`config.mk`:
```
export PLATFORM = sky130hd
export DESIGN_NAME = i2c_slave_ctrl
export DESIGN_NICKNAME = d
export VERILOG_FILES = /design/src/rtl/i2c_slave_ctrl.sv
export SDC_FILE = /design/constraint.sdc
export NUM_CORES = 1
export LEC_CHECK = 0
export CORE_ASPECT_RATIO = 1.1
export CORE_UTILIZATION = 42
export DETAILED_ROUTE_END_ITERATION = 12
export GPL_ROUTABILITY_DRIVEN = 0
export HOLD_SLACK_MARGIN = 0.06
export PLACE_DENSITY = 0.64
export SLEW_MARGIN = 20
export SYNTH_ARGS = -nofsm -noshare
export SYNTH_HDL_FRONTEND = slang
export SYNTH_SLANG_ARGS = --single-unit
export TNS_END_PERCENT = 10
```
`constraint.sdc`:
```
create_clock -name clk -period 2.65 [get_ports clk]
set_input_delay 0.795 -clock clk [delete_from_list [all_inputs] [get_ports clk]]
set_output_delay 0.795 -clock clk [all_outputs]
set_load 0.02 [all_outputs]
```
`src/rtl/i2c_slave_ctrl.sv`:
```
// Bit-level I2C slave controller. Synchronises SCL/SDA, decodes START/STOP, shifts bytes,
// drives ACK and read data onto SDA, and sequences the slave memory with enable/rorw pulses.
module i2c_slave_ctrl #(
  parameter int ADDRESSLENGTH  = 7,
  parameter int SYNC_STAGES    = 2,
  parameter int TIMEOUT_CYCLES = 4096
) (
  input  logic                     clk,
  input  logic                     rst_n,
  input  logic                     scl_in,
  input  logic                     sda_in,
  output logic                     sda_oe,
  output logic [ADDRESSLENGTH-1:0] mem_addr,
  input  logic                     mem_addr_found,
  output logic                     mem_enable,
  output logic                     mem_rorw,
  output logic [7:0]               mem_wdata,
  input  logic [7:0]               mem_rdata,
  output logic                     busy,
  output logic                     timeout
);

  localparam int TMO_W = $clog2(TIMEOUT_CYCLES + 1);
  localparam logic [TMO_W-1:0] TMO_LAST = TMO_W'(TIMEOUT_CYCLES - 1);

  typedef enum logic [3:0] {
    ST_IDLE, ST_ADDR, ST_ADDR_CHK, ST_ADDR_ACK, ST_WR_DATA,
    ST_WR_ACK, ST_RD_LOAD, ST_RD_DATA, ST_RD_ACK, ST_WAIT_STOP
  } state_t;

  logic [SYNC_STAGES-1:0] r_scl_sync, r_sda_sync;
  logic                   r_scl_d, r_sda_d;
  logic                   w_scl, w_sda, w_scl_rise, w_scl_fall, w_scl_edge, w_start, w_stop;
  logic [7:0]             w_byte;

  state_t                 r_state, w_state_nxt;
  logic [7:0]             r_shift, w_shift_nxt;
  logic [3:0]             r_bit_cnt, w_bit_cnt_nxt;
  logic [1:0]             r_wait, w_wait_nxt;
  logic                   r_rw, w_rw_nxt;
  logic [TMO_W-1:0]       r_tmo_cnt, w_tmo_cnt_nxt;
  logic                   r_sda_oe, w_sda_oe_nxt;
  logic [ADDRESSLENGTH-1:0] r_mem_addr, w_mem_addr_nxt;
  logic                   r_mem_enable, w_mem_enable_nxt;
  logic                   r_mem_rorw, w_mem_rorw_nxt;
  logic [7:0]             r_mem_wdata, w_mem_wdata_nxt;
  logic                   r_busy, w_busy_nxt;
  logic                   r_timeout, w_timeout_nxt;

  // Synchronisers come out of reset at the idle bus level so reset release is not an edge.
  always_ff @(posedge clk or negedge rst_n) begin
    if (!rst_n) begin
      r_scl_sync <= '1;
      r_sda_sync <= '1;
      r_scl_d    <= 1'b1;
      r_sda_d    <= 1'b1;
    end else begin
      r_scl_sync <= {r_scl_sync[SYNC_STAGES-2:0], scl_in};
      r_sda_sync <= {r_sda_sync[SYNC_STAGES-2:0], sda_in};
      r_scl_d    <= r_scl_sync[SYNC_STAGES-1];
      r_sda_d    <= r_sda_sync[SYNC_STAGES-1];
    end
  end

  assign w_scl      = r_scl_sync[SYNC_STAGES-1];
  assign w_sda      = r_sda_sync[SYNC_STAGES-1];
  assign w_scl_rise = w_scl & ~r_scl_d;
  assign w_scl_fall = ~w_scl & r_scl_d;
  assign w_scl_edge = w_scl ^ r_scl_d;
  assign w_start    = w_scl & r_scl_d & r_sda_d & ~w_sda;
  assign w_stop     = w_scl & r_scl_d & ~r_sda_d & w_sda;
  assign w_byte     = {r_shift[6:0], w_sda};

  // NOTE: every register is updated with <= so all flops see pre-edge values in the same cycle.
  always_ff @(posedge clk or negedge rst_n) begin
    if (!rst_n) begin
      r_state      <= ST_IDLE;
      r_shift      <= '0;
      r_bit_cnt    <= '0;
      r_wait       <= '0;
      r_rw         <= 1'b0;
      r_tmo_cnt    <= '0;
      r_sda_oe     <= 1'b0;
      r_mem_addr   <= '0;
      r_mem_enable <= 1'b0;
      r_mem_rorw   <= 1'b0;
      r_mem_wdata  <= '0;
      r_busy       <= 1'b0;
      r_timeout    <= 1'b0;
    end else begin
      r_state      <= w_state_nxt;
      r_shift      <= w_shift_nxt;
      r_bit_cnt    <= w_bit_cnt_nxt;
      r_wait       <= w_wait_nxt;
      r_rw         <= w_rw_nxt;
      r_tmo_cnt    <= w_tmo_cnt_nxt;
      r_sda_oe     <= w_sda_oe_nxt;
      r_mem_addr   <= w_mem_addr_nxt;
      r_mem_enable <= w_mem_enable_nxt;
      r_mem_rorw   <= w_mem_rorw_nxt;
      r_mem_wdata  <= w_mem_wdata_nxt;
      r_busy       <= w_busy_nxt;
      r_timeout    <= w_timeout_nxt;
    end
  end

  // NOTE: every signal gets a default before the case so no path can infer a latch.
  always_comb begin
    w_state_nxt      = r_state;
    w_shift_nxt      = r_shift;
    w_bit_cnt_nxt    = r_bit_cnt;
    w_wait_nxt       = r_wait;
    w_rw_nxt         = r_rw;
    w_sda_oe_nxt     = r_sda_oe;
    w_mem_addr_nxt   = r_mem_addr;
    w_mem_enable_nxt = 1'b0;
    w_mem_rorw_nxt   = r_mem_rorw;
    w_mem_wdata_nxt  = r_mem_wdata;
    w_busy_nxt       = r_busy;
    w_timeout_nxt    = 1'b0;
    w_tmo_cnt_nxt    = (r_state == ST_IDLE || w_scl_edge) ? '0 : r_tmo_cnt + TMO_W'(1);

    if (w_start) begin
      w_state_nxt   = ST_ADDR;
      w_bit_cnt_nxt = '0;
      w_sda_oe_nxt  = 1'b0;
      w_busy_nxt    = 1'b1;
      w_tmo_cnt_nxt = '0;
    end else if (w_stop) begin
      w_state_nxt   = ST_IDLE;
      w_sda_oe_nxt  = 1'b0;
      w_busy_nxt    = 1'b0;
      w_tmo_cnt_nxt = '0;
    end else if (r_state != ST_IDLE && !w_scl_edge && r_tmo_cnt == TMO_LAST) begin
      w_state_nxt   = ST_IDLE;
      w_sda_oe_nxt  = 1'b0;
      w_busy_nxt    = 1'b0;
      w_timeout_nxt = 1'b1;
      w_tmo_cnt_nxt = '0;
    end else begin
      unique case (r_state)
        ST_IDLE: ;
        ST_ADDR: if (w_scl_rise) begin
          w_shift_nxt = w_byte;
          if (r_bit_cnt == 4'd7) begin
            // Upper bits of the address byte form the address; bit 0 is R/W.
            w_mem_addr_nxt = w_byte[7 -: ADDRESSLENGTH];
            w_rw_nxt       = w_byte[0];
            w_bit_cnt_nxt  = '0;
            w_wait_nxt     = '0;
            w_state_nxt    = ST_ADDR_CHK;
          end else begin
            w_bit_cnt_nxt = r_bit_cnt + 4'd1;
          end
        end
        ST_ADDR_CHK: begin
          if (r_wait == 2'd1)
            w_state_nxt = mem_addr_found ? ST_ADDR_ACK : ST_WAIT_STOP;
          else
            w_wait_nxt = r_wait + 2'd1;
        end
        ST_ADDR_ACK, ST_WR_ACK: if (w_scl_fall) begin
          // First fall starts the ACK low, the next one ends it.
          if (!r_sda_oe) begin
            w_sda_oe_nxt = 1'b1;
          end else begin
            w_sda_oe_nxt  = 1'b0;
            w_bit_cnt_nxt = '0;
            if (r_state == ST_WR_ACK || !r_rw) begin
              w_state_nxt = ST_WR_DATA;
            end else begin
              w_state_nxt      = ST_RD_LOAD;
              w_mem_enable_nxt = 1'b1;
              w_mem_rorw_nxt   = 1'b0;
              w_wait_nxt       = '0;
            end
          end
        end
        ST_WR_DATA: if (w_scl_rise) begin
          w_shift_nxt = w_byte;
          if (r_bit_cnt == 4'd7) begin
            w_mem_wdata_nxt  = w_byte;
            w_mem_rorw_nxt   = 1'b1;
            w_mem_enable_nxt = 1'b1;
            w_bit_cnt_nxt    = '0;
            w_state_nxt      = ST_WR_ACK;
          end else begin
            w_bit_cnt_nxt = r_bit_cnt + 4'd1;
          end
        end
        ST_RD_LOAD: begin
          // Capture two clk after the enable edge, then present bit 7 once SCL is low.
          if (r_wait == 2'd0) begin
            w_wait_nxt = 2'd1;
          end else if (r_wait == 2'd1) begin
            w_shift_nxt = mem_rdata;
            w_wait_nxt  = 2'd2;
          end else if (!w_scl) begin
            w_sda_oe_nxt  = ~r_shift[7];
            w_bit_cnt_nxt = 4'd1;
            w_state_nxt   = ST_RD_DATA;
          end
        end
        ST_RD_DATA: if (w_scl_fall) begin
          if (r_bit_cnt == 4'd8) begin
            w_sda_oe_nxt  = 1'b0;
            w_bit_cnt_nxt = '0;
            w_state_nxt   = ST_RD_ACK;
          end else begin
            w_sda_oe_nxt  = ~r_shift[6];
            w_shift_nxt   = {r_shift[6:0], 1'b0};
            w_bit_cnt_nxt = r_bit_cnt + 4'd1;
          end
        end
        ST_RD_ACK: if (w_scl_rise) begin
          if (!w_sda) begin
            w_state_nxt      = ST_RD_LOAD;
            w_mem_enable_nxt = 1'b1;
            w_mem_rorw_nxt   = 1'b0;
            w_wait_nxt       = '0;
          end else begin
            w_state_nxt = ST_WAIT_STOP;
          end
        end
        ST_WAIT_STOP: w_sda_oe_nxt = 1'b0;
        default: w_state_nxt = ST_IDLE;
      endcase
    end
  end

  assign sda_oe     = r_sda_oe;
  assign mem_addr   = r_mem_addr;
  assign mem_enable = r_mem_enable;
  assign mem_rorw   = r_mem_rorw;
  assign mem_wdata  = r_mem_wdata;
  assign busy       = r_busy;
  assign timeout    = r_timeout;

endmodule

```
-- Yosys cells after proc, flatten, opt, wreduce, memory -nomap -nowiden
Cells that the tools add are included.
- word-level logic and storage cells: 205
- latch bits: 0
- flip-flop bits (word level): 58
- input bits: 13
- memory bits (read-only): 0
- memories kept: 0
- bits in writable memories: 0
- shift-type cells: 0
- bitwise operators: 17
- divide/modulo/power cells: 0
- add/sub/neg operators: 3
- multiplexer cells: 90
- eq/ne operators: 52
- reduce and logical (&&, ||, !) cells: 26
- order comparisons: 0
- multipliers: 0
- operators with widths (operator ; number):
    two-way mux 4 bit ; 30
    != test 5 bit, second input constant ; 13
    two-way mux 13 bit ; 4
    two-way mux 8 bit ; 5
    two-way mux 1 bit ; 33
    != test 2 bit, second input constant ; 16
    case mux 4 bit (8 select lines) ; 1
    case mux 8 bit (3 select lines) ; 1
    two-way mux 2 bit ; 11
    != test 3 bit, second input constant ; 7
    == test 4 x 3 -> 1 bit, second input constant ; 5
    AND reduction 6 bit ; 3
    case mux 4 bit (4 select lines) ; 1
    AND reduction 14 bit ; 1
    adder 13 x 1 -> 13 bit, second input constant ; 1
    == test 13 x 12 -> 1 bit, second input constant ; 1
    AND reduction 13 bit ; 1
    == test 4 bit, second input constant ; 3
    AND reduction 11 bit ; 1
    case mux 2 bit (5 select lines) ; 1
    AND reduction 10 bit ; 1
    nonzero test 5 bit ; 2
    NOT 1 bit ; 9
    AND reduction 9 bit ; 1
    21 further kinds ; 36

-- Logic depth before layout (Yosys ltp)
Gate-level depths: netlist (run 1).
- depth in word-level cells: 9
- gate-level depth with buffers: 10
- gate-level depth less buffers: 8

-- Least setup slack after synthesis (run 1)
No wires, ideal clock.
- path type: reg-to-reg
- start point: register r_scl_sync[1]
- end point: register r_wait[0]
- period minus slack after synthesis: 2.235 ns
- data required time: 2.525 ns
- library setup time: 0.125 ns
- stages on the path, launching flop included: 9
- path slack: 0.415 ns
- arrival: 2.110 ns
- cells stage by stage: dfstp_2 > inv_1 > ha_1 > inv_1 > a31oi_1 > a21bo_1 > buf_6 > or4_4 > mux2_4
- word-level cells in the longest chain between the ends: 6
- elaborated cells on any way between the ends: 19
- those cells by class: eq/ne (3); bitwise (12); reduce/logical (4)
- ends and longest elaborated chain (what ; RTL line ; text):
    start, declared ; 31 ; logic [SYNC_STAGES-1:0] r_scl_sync, r_sda_sync;
    start signal, assigned ; 58 ; r_scl_sync <= {r_scl_sync[SYNC_STAGES-2:0], scl_in};
    XOR 1 bit ; 69 ; assign w_scl_edge = w_scl ^ r_scl_d;
    zero test 1 bit ; 134 ; end else if (r_state != ST_IDLE && !w_scl_edge && r_tmo_cnt == TMO_LAST) begin
    logical AND 1 bit (2 in series) ; 134 ;
    NOT 1 bit (no source line) ; n/a ;
    AND reduction 13 bit (no source line) (*) ; n/a ;
    end signal, assigned ; 94 ; r_wait <= w_wait_nxt;
    end, declared ; 39 ; logic [1:0] r_wait, w_wait_nxt;
Every way passes the cells marked *; elsewhere a longest branch is shown, timed or not.
A chain may end at the register's enable or synchronous reset.

-- Worst setup path after layout (run 1)
- start point: register r_tmo_cnt[0]
- end point: register r_mem_wdata[7], in the netlist mem_wdata[7]
- word-level cells in the longest chain between the ends: 4
- ends and longest elaborated chain (what ; RTL line ; text):
    start, declared ; 41 ; logic [TMO_W-1:0] r_tmo_cnt, w_tmo_cnt_nxt;
    start signal, assigned ; 96 ; r_tmo_cnt <= w_tmo_cnt_nxt;
    == test 13 x 12 -> 1 bit ; 134 ;
    logical AND 1 bit ; 134 ;
    NOT 1 bit (no source line) ; n/a ;
    AND reduction 6 bit (no source line) ; n/a ;
    end signal, assigned ; 101 ; r_mem_wdata <= w_mem_wdata_nxt;
    end, declared ; 46 ; logic [7:0] r_mem_wdata, w_mem_wdata_nxt;
Every way passes these cells.

==> impl_metrics.ini, run 1 <==
[floorplanning]
coreArea_um2 = 7130
rows = 32
ioPinCount = 33
die_x_um = 84.6
die_h_um = 92.8
initial_core_util_pct = 44.2
die-area_um2 = 7850

[global_routing]
grt_pass1_wl_um = 11900
grt_pass1_vias = 2428
busiest_layer = met2
antenna_found_initial = 0
grt_use_met1_pct = 26.4
grtUsageMet3_pct = 5.79
grt_use_total_pct = 19.9
grt_max_degree = 40
grt.overflow.total = 0
met2_usage_pct = 29.4

[drt]
vias_per_cell = 5.57
drt_iter0_markers = 169
vias = 2460
wl_per_cell_um = 15.7
postRouteAntennaNets = 0
wl_um = 6930
dr.pass1.iters = 4
drc = 0

[sta]
clock-skew-final_ns = 0.00765
fin_crit_sh_pct = 87.8
worst_pin_slew_ns = 0.519
rsz0062_at_grt = no
tns_ns = 0
slew_headroom_pct = 65.4
fmax_mhz = 430
hold_slack_ns = 0.355
min_period_ns = 2.33
setup_viol = 0
hold_viol = 0
drv_slew = 0

[cells_and_area]
n_antenna_cell = 0
post_route_cells_drive_above_1_share_pct = 19.0
area.growth.synth_to_final_pct = 20.4
fin_nets = 373

[setup_path]
critPathCaptureType = flip-flop
setup.worst_path.class = flip-flop to flip-flop
r2r_slack_ns = 0.32
critPathLaunchType = flip-flop
arrival_ns = 2.55
crit_fanout = 9
critPathRequiredTime_ns = 2.87

[logic_synthesis]
synth_area_leader_cell = dfrtp_1
yosys-top-cells-count = 52 x dfrtp_1, 27 x nor2_1, 22 x nand2_1, 20 x o21ai_0
synth-compound-area-share_pct = 14.0
synth-edff-count = 0
synth_warnings = 0
yosys-mux-area-fraction_pct = 9.85
synth_top_family_by_area = simple AND/OR/NAND/NOR gates
synth_xor_area_share_pct = 2.78
ys.flop_type = dfrtp_1
synth.distinct_cells = 62
avgSynthCellArea_um2 = 10.2
yosys-top-cells-area = dfrtp_1 41%, mux2_2 5.7%, dfstp_2 5.0%
async_flop_share_pct = 100
synthAdderAreaFrac_pct = 3.18
synth-seq-cells = 58
synth_fp_nets = 331
synth_top_area_share_pct = 41.3
synth_cells = 310
synth_area_um2 = 3150
yosys.area_share.simple_pct = 18.7
synth.most_common_cell = dfrtp_1
yosysSeqAreaShare_pct = 46.3

[clock_network]
cts_num_sinks = 58
post_cts_buffers = 0
clockRootBuffer = clkbuf_8
path_clk_slew_ns = 0.07
htreeDepth = 3
cts_buffers = 9
clock_latency_ns = 0.34
cts_tree = built
cts_buffer_depth = 2

[job]
drv_cap = 0

[placement]
portBuffers = 32
place_hpwl_um = 4930

[pwr]
p_per_area_nw_per_um2 = 854
power.leakage_nw = 1.64
ir_drop_mv = 0.435

[worst_hold_path]
hold_path.class = flip-flop to flip-flop

[run_status]
status = complete, no violations
==> path summary, 6_finish.rpt <==
check / endpoint / cells after the start / start
max: mem_wdata[7] / 7 / r_tmo_cnt[0]
min: r_sda_sync[1] / 0 / r_sda_sync[0]
max reg2reg: mem_wdata[7] / 7 / r_tmo_cnt[0]
min reg2reg: r_sda_sync[1] / 0 / r_sda_sync[0]
max in group asynchronous: r_sda_sync[0] / 2 / rst_n
min in group asynchronous: r_wait[1] / 1 / rst_n
==> metal layers <==
| metal | share of wire [%] | up-vias |
|---|---|---|
| li1 | - | 1181 |
| met2 | 46 | 78 |
| met5 | 0 | - |
| met1 | 46 | 1184 |
| met4 | 2.8 | 0 |
| met3 | 4.9 | 17 |
==> power by group <==
group / total (mW) / switching [mW] / leakage, nW / internal, mW
registers: 1.20 / 0.183 / 0.769 / 1.02
logic: 1.27 / 0.705 / 0.774 / 0.569
clock network: 0.765 / 0.353 / 0.0944 / 0.412
total: 3.24 / 1.24 / 1.64 / 2.00
==> critical path, cell delays in order (launching register included) <==
cell and delay (ns):
dfrtp_1 0.40, ha_1 0.25, nand4_1 0.19, nor4_2 0.41, a21bo_1 0.28, nor2_1 0.11
nand3_2 0.22, mux2_2 0.36
==> placed cells by master (no fill, tap or decap), drive strengths merged, types with 7 or more instances in the layout <==
| cell | n |
|---|---|
| dfrtp | 52 |
| clkdlybuf4s50 | 31 |
| nor2 | 27 |
| nand2 | 22 |
| o21ai | 22 |
| mux2 | 18 |
| inv | 17 |
| buf | 15 |
| a21oi | 14 |
| clkbuf | 12 |
| mux2i | 10 |
| a31oi | 8 |
| ha | 8 |
| nand3 | 8 |
| nand4 | 7 |
| xor2 | 7 |
==> through the flow <==
| stage | area (um2) | util, % | power [mW] | instances | worst slack [ns] |
|---|---|---|---|---|---|
| final | 3790 | 53.2 | 3.24 | 442 | 0.324 |
| after global routing | 3790 | 53.2 | 3.47 | 442 | 0.0994 |
| after CTS | 3780 | 53.1 | 3.26 | 442 | 0.188 |
| after detailed placement | 3590 | 50.4 | 2.47 | 426 | 0.217 |
| after global placement | 3590 | 50.4 | 2.45 | 426 | 0.322 |
| after floorplan | 3150 | - | 2.09 | 310 | 0.415 |
==> what timing repair did <==
item                                    in CTS  in global routing
gates resized for setup                      0                  1
hold buffers                                 0                  0
endpoints found under the setup margin       0                 19
endpoints found under the hold margin        0                  0
==> flip-flops by register name, summed over array words and instances, names as in the netlist <==
name,flops
r_scl_sync,2
mem_rorw,1
mem_addr,7
r_scl_d,1
mem_enable,1
busy,1
r_sda_d,1
r_state,4
sda_oe,1
r_tmo_cnt,13
timeout,1
r_shift,8
r_bit_cnt,4
r_wait,2
mem_wdata,8
r_sda_sync,2
r_rw,1
==> kinds of logic after synthesis <==
| logic type | after synthesis |
|---|---|
| xor gates and xnor gates | 10 |
| adders and majority gates | 8 |
| AOI/OAI and AO/OA | 66 |
| and+or+nand+nor | 107 |
| DFF | 58 |
| buffers and inverters | 33 |
| muxes | 28 |
==> final cells by class <==
| class | instances | area [um2] |
|---|---|---|
| inverter | 18 | 67.6 |
| fill | 636 | 3340 |
| clock inverter | 4 | 25.0 |
| tap | 85 | 106 |
| multi-input combinational | 219 | 1540 |
| clock buffer | 12 | 165 |
| sequential | 58 | 1460 |
| timing repair buffer | 46 | 433 |
(Power assumes the default switching activity.)
==> run 2, diff against run 1 <==
SLEW_MARGIN = 5   (was 20)
==> results of run 2 <==
No change in the layout: final DEF, timing and power equal those of run 1.
